[src/rtl/seg_pkg.sv]
// Shared op encodings and active-low seven-segment patterns for the display scanner.
package seg_pkg;

    typedef enum logic [2:0] {
        OP_CYCLES   = 3'd0,
        OP_JUMPS    = 3'd1,
        OP_BRANCHES = 3'd2,
        OP_TAKEN    = 3'd3,
        OP_PC       = 3'd4,
        OP_RAM      = 3'd5,
        OP_SYSCALL  = 3'd6,
        OP_BLANK    = 3'd7
    } disp_op_e;

    localparam logic [7:0] SEG_BLANK = 8'hFF;

    // Index n holds the {dp,g,f,e,d,c,b,a} pattern for hex digit n, dp off.
    localparam logic [15:0][7:0] SEG_HEX = {
        8'h8E, 8'h86, 8'hA1, 8'hC6, 8'h83, 8'h88, 8'h90, 8'h80,
        8'hF8, 8'h82, 8'h92, 8'h99, 8'hB0, 8'hA4, 8'hF9, 8'hC0
    };

endpackage

[src/rtl/seg_display_scan_if.sv]
// Switch controls, CPU statistics, RAM debug port and display pins of the display scanner.
// slave = the scanner; master = the surrounding board logic that feeds it.
interface seg_display_scan_if #(
    parameter int ADDR_BITS = 12
);
    logic [2:0]           display_op;
    logic [ADDR_BITS-3:0] ram_display_addr;
    logic [31:0]          syscall_out;
    logic [31:0]          pc;
    logic [31:0]          cycle_cnt;
    logic [31:0]          jump_cnt;
    logic [31:0]          branch_cnt;
    logic [31:0]          taken_cnt;
    logic [ADDR_BITS-3:0] ram_rd_addr;
    logic [31:0]          ram_rd_data;
    logic [7:0]           an;
    logic [7:0]           seg;

    modport master (
        output display_op, ram_display_addr, syscall_out, pc,
               cycle_cnt, jump_cnt, branch_cnt, taken_cnt, ram_rd_data,
        input  ram_rd_addr, an, seg
    );

    modport slave (
        input  display_op, ram_display_addr, syscall_out, pc,
               cycle_cnt, jump_cnt, branch_cnt, taken_cnt, ram_rd_data,
        output ram_rd_addr, an, seg
    );
endinterface

[src/rtl/seg7_decode.sv]
// Hex nibble to active-low seven-segment pattern.
// Latency: combinational; no backpressure.
module seg7_decode
    import seg_pkg::*;
(
    input  logic [3:0] nibble,
    output logic [7:0] pattern
);

    assign pattern = SEG_HEX[nibble];

endmodule

[src/rtl/seg_display_scan.sv]
// Scans a per-frame snapshot of the selected 32-bit value onto an 8-digit multiplexed display.
// Latency: an/seg registered 1 clk after the scan state; free-running, no backpressure.
module seg_display_scan
    import seg_pkg::*;
#(
    parameter int ADDR_BITS  = 12,
    parameter int SCAN_DIV   = 100_000,
    parameter int LEAD_BLANK = 1
) (
    input  logic              clk,
    input  logic              rst,
    seg_display_scan_if.slave bus
);

    localparam int CNT_W = $clog2(SCAN_DIV);
    localparam logic [CNT_W-1:0] CNT_LAST = CNT_W'(SCAN_DIV - 1);

    logic [CNT_W-1:0]     scan_cnt;
    logic [2:0]           digit_idx;
    logic [31:0]          snapshot;
    disp_op_e             op_q;
    logic                 snap_vld;
    logic [ADDR_BITS-3:0] rd_addr_q;

    logic                 digit_done;
    logic                 frame_end;
    logic [31:0]          sel_value;
    logic [3:0]           nibble;
    logic [7:0]           hex_pat;
    logic                 upper_zero;
    logic [7:0]           an_next;
    logic [7:0]           seg_next;

    assign digit_done = (scan_cnt == CNT_LAST);
    assign frame_end  = digit_done && (digit_idx == 3'd7);

    always_comb begin
        sel_value = 32'd0;
        unique case (disp_op_e'(bus.display_op))
            OP_CYCLES:   sel_value = bus.cycle_cnt;
            OP_JUMPS:    sel_value = bus.jump_cnt;
            OP_BRANCHES: sel_value = bus.branch_cnt;
            OP_TAKEN:    sel_value = bus.taken_cnt;
            OP_PC:       sel_value = bus.pc;
            OP_RAM:      sel_value = bus.ram_rd_data;
            OP_SYSCALL:  sel_value = bus.syscall_out;
            OP_BLANK:    sel_value = 32'd0;
        endcase
    end

    assign nibble     = snapshot[{digit_idx, 2'b00} +: 4];
    assign upper_zero = ((snapshot >> {digit_idx, 2'b00}) == 32'd0);
    assign an_next    = ~(8'b1 << digit_idx);

    seg7_decode u_dec (
        .nibble  (nibble),
        .pattern (hex_pat)
    );

    // The op blank only applies once a real frame has been captured, so the
    // frame right after reset shows the zero snapshot as a single "0".
    always_comb begin
        seg_next = hex_pat;
        if (snap_vld && (op_q == OP_BLANK)) begin
            seg_next = SEG_BLANK;
        end else if ((LEAD_BLANK != 0) && (digit_idx != 3'd0) && upper_zero) begin
            seg_next = SEG_BLANK;
        end
    end

    always_ff @(posedge clk) begin
        if (rst) begin
            rd_addr_q <= '0;
            scan_cnt  <= '0;
            digit_idx <= 3'd0;
            snapshot  <= 32'd0;
            op_q      <= OP_BLANK;
            snap_vld  <= 1'b0;
            bus.an    <= 8'hFF;
            bus.seg   <= SEG_BLANK;
        end else begin
            rd_addr_q <= bus.ram_display_addr;
            if (digit_done) begin
                scan_cnt  <= '0;
                digit_idx <= digit_idx + 3'd1;
            end else begin
                scan_cnt  <= scan_cnt + CNT_W'(1);
            end
            if (frame_end) begin
                snapshot <= sel_value;
                op_q     <= disp_op_e'(bus.display_op);
                snap_vld <= 1'b1;
            end
            bus.an  <= an_next;
            bus.seg <= seg_next;
        end
    end

    assign bus.ram_rd_addr = rd_addr_q;

endmodule

[src/flat_wrapper.sv]
// flat-port wrapper written by rule: the top's interface ports become plain ports
module seg_display_scan_flat import seg_pkg::*;
#(
    parameter int ADDR_BITS  = 12,
    parameter int SCAN_DIV   = 100_000,
    parameter int LEAD_BLANK = 1
)
  (clk, rst, bus_display_op, bus_ram_display_addr, bus_syscall_out, bus_pc, bus_cycle_cnt, bus_jump_cnt, bus_branch_cnt, bus_taken_cnt, bus_ram_rd_data, bus_ram_rd_addr, bus_an, bus_seg);
  seg_display_scan_if #(.ADDR_BITS(ADDR_BITS)) bus_i ();
  input  logic clk;
  input  logic rst;
  input wire logic [$bits(bus_i.display_op)-1:0] bus_display_op;
  input wire logic [$bits(bus_i.ram_display_addr)-1:0] bus_ram_display_addr;
  input wire logic [$bits(bus_i.syscall_out)-1:0] bus_syscall_out;
  input wire logic [$bits(bus_i.pc)-1:0] bus_pc;
  input wire logic [$bits(bus_i.cycle_cnt)-1:0] bus_cycle_cnt;
  input wire logic [$bits(bus_i.jump_cnt)-1:0] bus_jump_cnt;
  input wire logic [$bits(bus_i.branch_cnt)-1:0] bus_branch_cnt;
  input wire logic [$bits(bus_i.taken_cnt)-1:0] bus_taken_cnt;
  input wire logic [$bits(bus_i.ram_rd_data)-1:0] bus_ram_rd_data;
  output wire logic [$bits(bus_i.ram_rd_addr)-1:0] bus_ram_rd_addr;
  output wire logic [$bits(bus_i.an)-1:0] bus_an;
  output wire logic [$bits(bus_i.seg)-1:0] bus_seg;
  assign bus_i.display_op = bus_display_op;
  assign bus_i.ram_display_addr = bus_ram_display_addr;
  assign bus_i.syscall_out = bus_syscall_out;
  assign bus_i.pc = bus_pc;
  assign bus_i.cycle_cnt = bus_cycle_cnt;
  assign bus_i.jump_cnt = bus_jump_cnt;
  assign bus_i.branch_cnt = bus_branch_cnt;
  assign bus_i.taken_cnt = bus_taken_cnt;
  assign bus_i.ram_rd_data = bus_ram_rd_data;
  assign bus_ram_rd_addr = bus_i.ram_rd_addr;
  assign bus_an = bus_i.an;
  assign bus_seg = bus_i.seg;
  seg_display_scan #(.ADDR_BITS(ADDR_BITS), .SCAN_DIV(SCAN_DIV), .LEAD_BLANK(LEAD_BLANK)) u_core (.clk(clk), .rst(rst), .bus(bus_i));
endmodule
[config.mk]
export PLATFORM = sky130hd
export DESIGN_NAME = seg_display_scan_flat
export DESIGN_NICKNAME = d
export VERILOG_FILES = /design/src/rtl/seg_pkg.sv /design/src/rtl/seg_display_scan_if.sv /design/src/rtl/seg7_decode.sv /design/src/rtl/seg_display_scan.sv /design/src/flat_wrapper.sv
export SDC_FILE = /design/constraint.sdc
export NUM_CORES = 1
export LEC_CHECK = 0
export ABC_AREA = 1
export BUFFER_PORTS_ARGS = -buffer_cell sky130_fd_sc_hd__buf_2
export CAP_MARGIN = 20
export CORE_ASPECT_RATIO = 0.9
export CORE_MARGIN = 2
export CORE_UTILIZATION = 48
export CTS_CLUSTER_SIZE = 20
export DETAILED_ROUTE_END_ITERATION = 10
export PLACE_DENSITY = 0.82
export SLEW_MARGIN = 10
export SYNTH_ARGS = -nofsm -noshare
export SYNTH_HDL_FRONTEND = slang
export SYNTH_SLANG_ARGS = --single-unit
[constraint.sdc]
create_clock -name clk -period 2.44 [get_ports clk]
set_input_delay 0.122 -clock clk [delete_from_list [all_inputs] [get_ports clk]]
set_output_delay 0.122 -clock clk [all_outputs]
set_load 0.01 [all_outputs]
==> results of run 1 <==
## flip-flops by register name, summed over array words and instances (netlist names)
register and count:
u_core.bus.an 8, u_core.bus.ram_rd_addr 10, u_core.bus.seg 7, u_core.digit_idx 3, u_core.op_q 3, u_core.scan_cnt 17
u_core.snap_vld 1, u_core.snapshot 32
## metrics by stage
stage                     cells  worst slack, ns  power [uW]  utilization (%)  hold slack (ns)
after CTS                  1363           0.1804        3151            65.59           0.1420
final                      1363           0.3420        3144            65.65           0.1496
after floorplan             946           0.4183        1613                -           0.2290
after detailed placement   1337           0.2101        1894            62.36           0.3282
after global routing       1363          0.02641        3274            65.65           0.1786
after global placement     1337           0.3259        1890            62.36           0.3205
## layer usage
metal | up-vias | part of all wire, % | GRT usage, %
li1 | 3520 | - | -
met1 | 3134 | 41 | 36.47
met2 | 325 | 47 | 53.63
met3 | 51 | 7.5 | 6.091
met4 | 0 | 4.0 | 14.29
met5 | - | 0 | 0
## logic make-up (layout without fill, tap and decap cells)
| logic type | Yosys count | after routing | share of synthesized area [%] |
|---|---|---|---|
| flops | 81 | 81 | 28.16 |
| buf+inv | 232 | 493 | 16.32 |
| compound gates | 180 | 180 | 18.71 |
| fa+ha+maj | 12 | 12 | 2.607 |
| other cells | 1 | 1 | 0.06513 |
| simple gates | 432 | 432 | 32.92 |
| xor+xnor | 8 | 8 | 1.217 |
## layout make-up
class,count,area [sq um]
tap,156,195.2
sequential,81,1625
inverter,184,693.2
timing repair buffer,293,1608
multi-input combinational,633,3203
clock inverter,5,31.28
fill,1087,3975
clock buffer,11,242.7
## placed cells by master (no fill, tap or decap), drive strengths merged, types with 11 or more instances in the layout
cell and n:
nor2 53, clkbuf 11, o22ai 54, inv 184
nand4 15, a21oi 100, nand2 262, o21ai 11
ha 12, nand3 84, dfxtp 81, buf 283
## repair_timing
item                       CTS  global route
setup endpoints to repair    0             7
resized for setup            0             4
hold endpoints to repair    10             0
hold buffers                10             0
## tightest hold or removal path: cells and delay by family
kind / cells / cell delay, ns
compound gates: 1 / 0.05
buf+inv: 1 / 0.09
simple gates: 3 / 0.18
## power groups by stage
stage	clock network, uW	logic, uW	registers, uW
finish	1260	540	1350
global route	1330	596	1350
CTS	1270	532	1350
detailed placement	0	518	1380
global placement	0	514	1380
floorplan	0	228	1380
## final timing paths
kind	from	to	slack, ns	depth (start not counted)
worst max register to register	u_core.digit_idx[0]$_SDFFE_PP0P_	u_core.bus.seg[3]$_SDFF_PP1_	0.34	15
worst min register to register	u_core.scan_cnt[0]$_SDFF_PP0_	u_core.scan_cnt[0]$_SDFF_PP0_	0.45	1
worst max-delay path	u_core.digit_idx[0]$_SDFFE_PP0P_	u_core.bus.seg[3]$_SDFF_PP1_	0.34	15
worst min-delay path	bus_cycle_cnt[10]	u_core.snapshot[10]$_SDFFE_PP0P_	0.15	5
==> run_results.csv, run 1 <==
group,metric,value,unit
pwr,switchingPower,830.5,uW
pwr,power_density,413.8,mW/mm^2
route,wl_per_cell,14.37,microns
sta,relSlewSlack,30.42,%
floorplan,die_width,119.5,microns
cts,cts_inserted_buffers,9,
floorplan,start_util,49.75,%
sta,hold_violations,0,
route,detail-route-antenna-nets,0,
worst_setup_path,cp_slowest_stage_delay,0.37,ns
route,dr.pass1.iters,7,
grt,grt_pass1_wl,31900,microns
placed_design,dpl_cell_area,0.007217,sq mm
yosys,async_flop_share,0,%
yosys,synth_top_area_share,28.16,%
yosys,synth.most_common_cell,"nand2_1",
grt,grt_max_degree,47,
route,vias,7030,
yosys,synth_top_area_cell,"dfxtp_1",
layout,nets,1453,
cts,cts.sinks,81,
yosys,synth_area_per_cell,6.087,sq um
pwr,total_leakage_power,0.004020,uW
yosys,synthFlopType,"dfxtp_1",
route,vias_per_cell,5.158,
yosys,synth_seq_cells,81,
floorplan,io_pins,265,
worst_setup_path,critical_path.top_delay_family,"simple AND/OR/NAND/NOR gates",
grt,antenna_found_initial,0,
sta,worstMarginPinSlew,1.043,ns
grt,groute.usage.overall,30.72,%
worst_setup_path,cpMaxStageDelayCell,"dfxtp_4",
sta,setup_viol,0,
layout,antenna_cells,0,
yosys,ys_warn_count,0,
route,drt-initial-drc-count,441,
floorplan,die_h,107.9,microns
yosys,synth_fp_nets,1197,
sta,fin_crit_sh,85.99,%
yosys,synth.distinct_cells,39,
cts,cts_root_buffer,"clkbuf_16",
cts,path_clk_slew,0.06,ns
layout,final_area,0.007599,sq mm
sta,skew,0.003329,ns
pwr,power_frac_clock,40.0,%
min_path,holdCritPathClass,"primary input to flip-flop",
sta,max_freq,476.6,MHz
placed_design,post-dp-hpwl,15190,microns
floorplan,rows,37,
yosys,ys_top_cells_by_count,"248 x nand2_1, 178 x inv_1, 91 x a21oi_1",
floorplan,die_area,0.01289,sq mm
route,drc,0,
grt,grt_pass1_vias,6976,
cts,cts_buffer_depth,2,
worst_setup_path,cp-end-kind,"flip-flop",
worst_setup_path,crit_arrival,2.38,ns
status,status,"finished, final reports clean",
pwr,power.sequential.fraction,42.8,%
yosys,postSynthCellCount,946,
worst_setup_path,crit_type,"flip-flop to flip-flop",
cts,insertion_delay,0.34,ns
floorplan,core_area,0.01157,sq mm
grt,overflow,0,
yosys,syn-cell-area,0.005758,sq mm
worst_setup_path,worst-path-max-fanout,15,
cts,htree_levels,3,
placed_design,place_congestion,0.9416,
yosys,synth.area.top_cells,"dfxtp_1 28%, nand2_1 16%, inv_1 12%",
cts,cts_setup_buffers,0,
worst_setup_path,cp-start-kind,"flip-flop",
worst_setup_path,crit_required,2.72,ns
pwr,p_sw_share,26.42,%
pwr,peakVddDrop,317.3,uV
route,wl,19590,microns
cts,cts_tree,"built",
worst_setup_path,path_cells,"buf_6 > nand2_1 > nand3_1 > nand3_1 > nand2_1 > inv_1 > ha_1 > inv_1 > a21oi_1 > nand3_1 > nor2_1 > nand2_1 > nor2_2 > nand3_2 > nand3_1",
layout,drive_above_1_share,28.33,%
layout,syn2layout_area_growth,31.96,%
pwr,p_comb_share,17.2,%
yosys,synth_edf_count,0,
sta,finalCriticalPeriod,2.098,ns
job,maxCapViolations,0,
pwr,internal_power,2314,uW
worst_setup_path,crit_buf_inv,3,
sta,setup_tns,0,ns
worst_setup_path,cp_common_cell,"nand3_1",
yosys,ys_seq_area_share,28.16,%
placed_design,io_buffers,263,
sta,rsz0062_at_grt,"false",
sta,maxSlewViolCount,0,
(Power assumes the default switching activity.)
==> run 2, diff against run 1 <==
Settings changed: PLACE_DENSITY 0.82 to 0.92.
==> run 2 against run 1 <==
Net effect: sequential share of layout area decreased by 0.075 points; global-route usage decreased by 0.74 points; cell count decreased by 0.15%; wire length decreased by 1.4%; largest power group is now the clock network; non-clock buffer count decreased by 3; largest cell class unchanged; critical path depth increased by 1; setup slack got worse by 0.023 ns; combinational power decreased by 2%; hold slack got worse by 0.0031 ns; sequential cell count unchanged; core utilization increased by 0.13 points; register-to-register slack got worse by 0.02 ns.
==> run_results.csv, run 2 (synthesis results as in run 1) <==
group,metric,value,unit
status,status,"finished, final reports clean",
sta,setup_viol,0,
route,detail-route-antenna-nets,0,
sta,finalCriticalPeriod,2.121,ns
cts,htree_levels,3,
cts,insertion_delay,0.34,ns
cts,path_clk_slew,0.06,ns
floorplan,die_area,0.01289,sq mm
worst_setup_path,cp-start-kind,"flip-flop",
worst_setup_path,crit_required,2.70,ns
sta,hold_violations,0,
pwr,power.sequential.fraction,40.5,%
cts,cts_buffer_depth,2,
route,wl_per_cell,14.19,microns
cts,cts_tree,"built",
floorplan,rows,37,
grt,groute.usage.overall,29.98,%
sta,max_freq,471.4,MHz
layout,final_cell_mix,"263 x buf_2, 248 x nand2_1, 178 x inv_1, 91 x a21oi_1, 83 x nand3_1",
placed_design,post-dp-hpwl,15230,microns
worst_setup_path,crit_type,"flip-flop to flip-flop",
layout,syn2layout_area_growth,32.23,%
layout,instances_no_fill,1361,
worst_setup_path,crit_arrival,2.38,ns
layout,fillers,1062,
layout,final_common_cell,"buf_2",
pwr,power_density,437.5,mW/mm^2
route,drt-initial-drc-count,557,
placed_design,place_congestion,0.9213,
pwr,p_sw_share,25.01,%
worst_setup_path,worst-path-max-fanout,21,
floorplan,core_area,0.01157,sq mm
layout,top_register,"u_core.snapshot",
sta,relSlewSlack,31.41,%
pwr,peakVddDrop,320.8,uV
min_path,holdCritPathClass,"primary input to flip-flop",
cts,cts_inserted_buffers,9,
sta,setup_tns,0,ns
grt,overflow,0,
worst_setup_path,cp-end-kind,"flip-flop",
route,wl,19320,microns
pwr,power_frac_clock,43.6,%
layout,nets,1450,
route,vias,7101,
pwr,switchingPower,833.0,uW
cts,cts.sinks,81,
grt,grt_pass1_wl,31090,microns
sta,maxSlewViolCount,0,
cts,cts_root_buffer,"clkbuf_16",
placed_design,io_buffers,263,
grt,antenna_found_initial,2,
floorplan,start_util,49.75,%
floorplan,die_width,119.5,microns
sta,hold_ws,0.1464,ns
sta,rsz0062_at_grt,"false",
route,dr.pass1.iters,5,
sta,fin_crit_sh,86.94,%
route,drc,0,
sta,worstMarginPinSlew,1.028,ns
route,vias_per_cell,5.217,
floorplan,io_pins,265,
grt,grt_pass1_vias,6699,
pwr,internal_power,2498,uW
pwr,p_comb_share,15.9,%
pwr,total_leakage_power,0.004013,uW
layout,drive_above_1_share,28.07,%
layout,largest_reg_flops,32,
sta,skew,0.007108,ns
floorplan,die_h,107.9,microns
placed_design,place_inst,1334,
grt,grt_max_degree,39,
job,maxCapViolations,0,
[run 2: changes by cell type in the layout (fill, tap and decap cells not counted), sizes merged]
cell / previous run / this run
clkinv: 4 / 0
bufinv: 0 / 2
clkbuf: 11 / 10
diode: 0 / 1
inv: 184 / 185
clkinvlp: 1 / 3
buf: 283 / 280
[run 2: area by class of cell]
| class | instances | area [sq um] | share of cell area, % |
|---|---|---|---|
| clock buffer | 10 | 229.0 | 3.007 |
| multi-input combinational | 633 | 3203 | 42.07 |
| timing repair buffer | 290 | 1577 | 20.71 |
| sequential | 81 | 1623 | 21.31 |
| tap | 156 | 195.2 | 2.564 |
| clock inverter | 6 | 91.34 | 1.200 |
| inverter | 184 | 693.2 | 9.104 |
| antenna | 1 | 2.502 | 0.03287 |
[run 2: worst max-delay path: stages, from the launching register on]
cell	delay, ns
dfxtp_2	0.37
buf_8	0.18
nand2_1	0.08
nand2_1	0.09
nand2_1	0.05
nand3_1	0.06
nand2_1	0.13
inv_1	0.15
ha_1	0.18
inv_1	0.06
a21oi_1	0.12
nand3_1	0.09
nor2_1	0.09
nand2_1	0.07
nor2_2	0.09
nand3_2	0.14
nand3_1	0.10
[run 2: power groups by stage]
stage	Clock, uW	Sequential (uW)	Combinational [uW]
3_5_place_dp	0	1380	509
4_1_cts	1470	1350	523
2_1_floorplan	0	1380	228
5_1_grt	1520	1350	587
3_3_place_gp	0	1380	504
6_report	1450	1350	531
[run 2: what timing repair did]
| item | in CTS | in global routing |
|---|---|---|
| hold buffers | 10 | 0 |
| endpoints found under the setup margin | 0 | 7 |
| endpoints found under the hold margin | 10 | 0 |
| buffers inserted | 0 | 0 |
| gates resized for setup | 0 | 3 |
[run 2: layer usage]
layer,share of wire [%],track usage [%],vias up
met4,3.6,12.18,2
met2,48,52.08,365
met5,0.057,0,-
met1,41,36.59,3157
li1,-,-,3520
met3,8.1,5.773,57
[run 2: stage by stage]
| stage | total power (uW) | utilization (%) | instance area (sq um) | setup slack [ns] |
|---|---|---|---|---|
| 6_report | 3331 | 65.78 | 7614 | 0.3186 |
| 3_5_place_dp | 1886 | 62.05 | 7182 | 0.2453 |
| 5_1_grt | 3456 | 65.78 | 7614 | 0.06454 |
| 4_1_cts | 3340 | 65.69 | 7602 | 0.2172 |
| 3_3_place_gp | 1881 | 62.05 | 7182 | 0.3643 |
| 2_1_floorplan | 1613 | - | 5758 | 0.4183 |
[run 2: final timing paths]
path	depth (start not counted)	slack, ns	endpoint	startpoint
min	2	0.15	u_core.bus.ram_rd_addr[5]$_SDFF_PP0_	rst
max	16	0.32	u_core.bus.seg[5]$_SDFF_PP1_	u_core.digit_idx[0]$_SDFFE_PP0P_
min reg2reg	1	0.47	u_core.scan_cnt[0]$_SDFF_PP0_	u_core.scan_cnt[0]$_SDFF_PP0_
max reg2reg	16	0.32	u_core.bus.seg[5]$_SDFF_PP1_	u_core.digit_idx[0]$_SDFFE_PP0P_
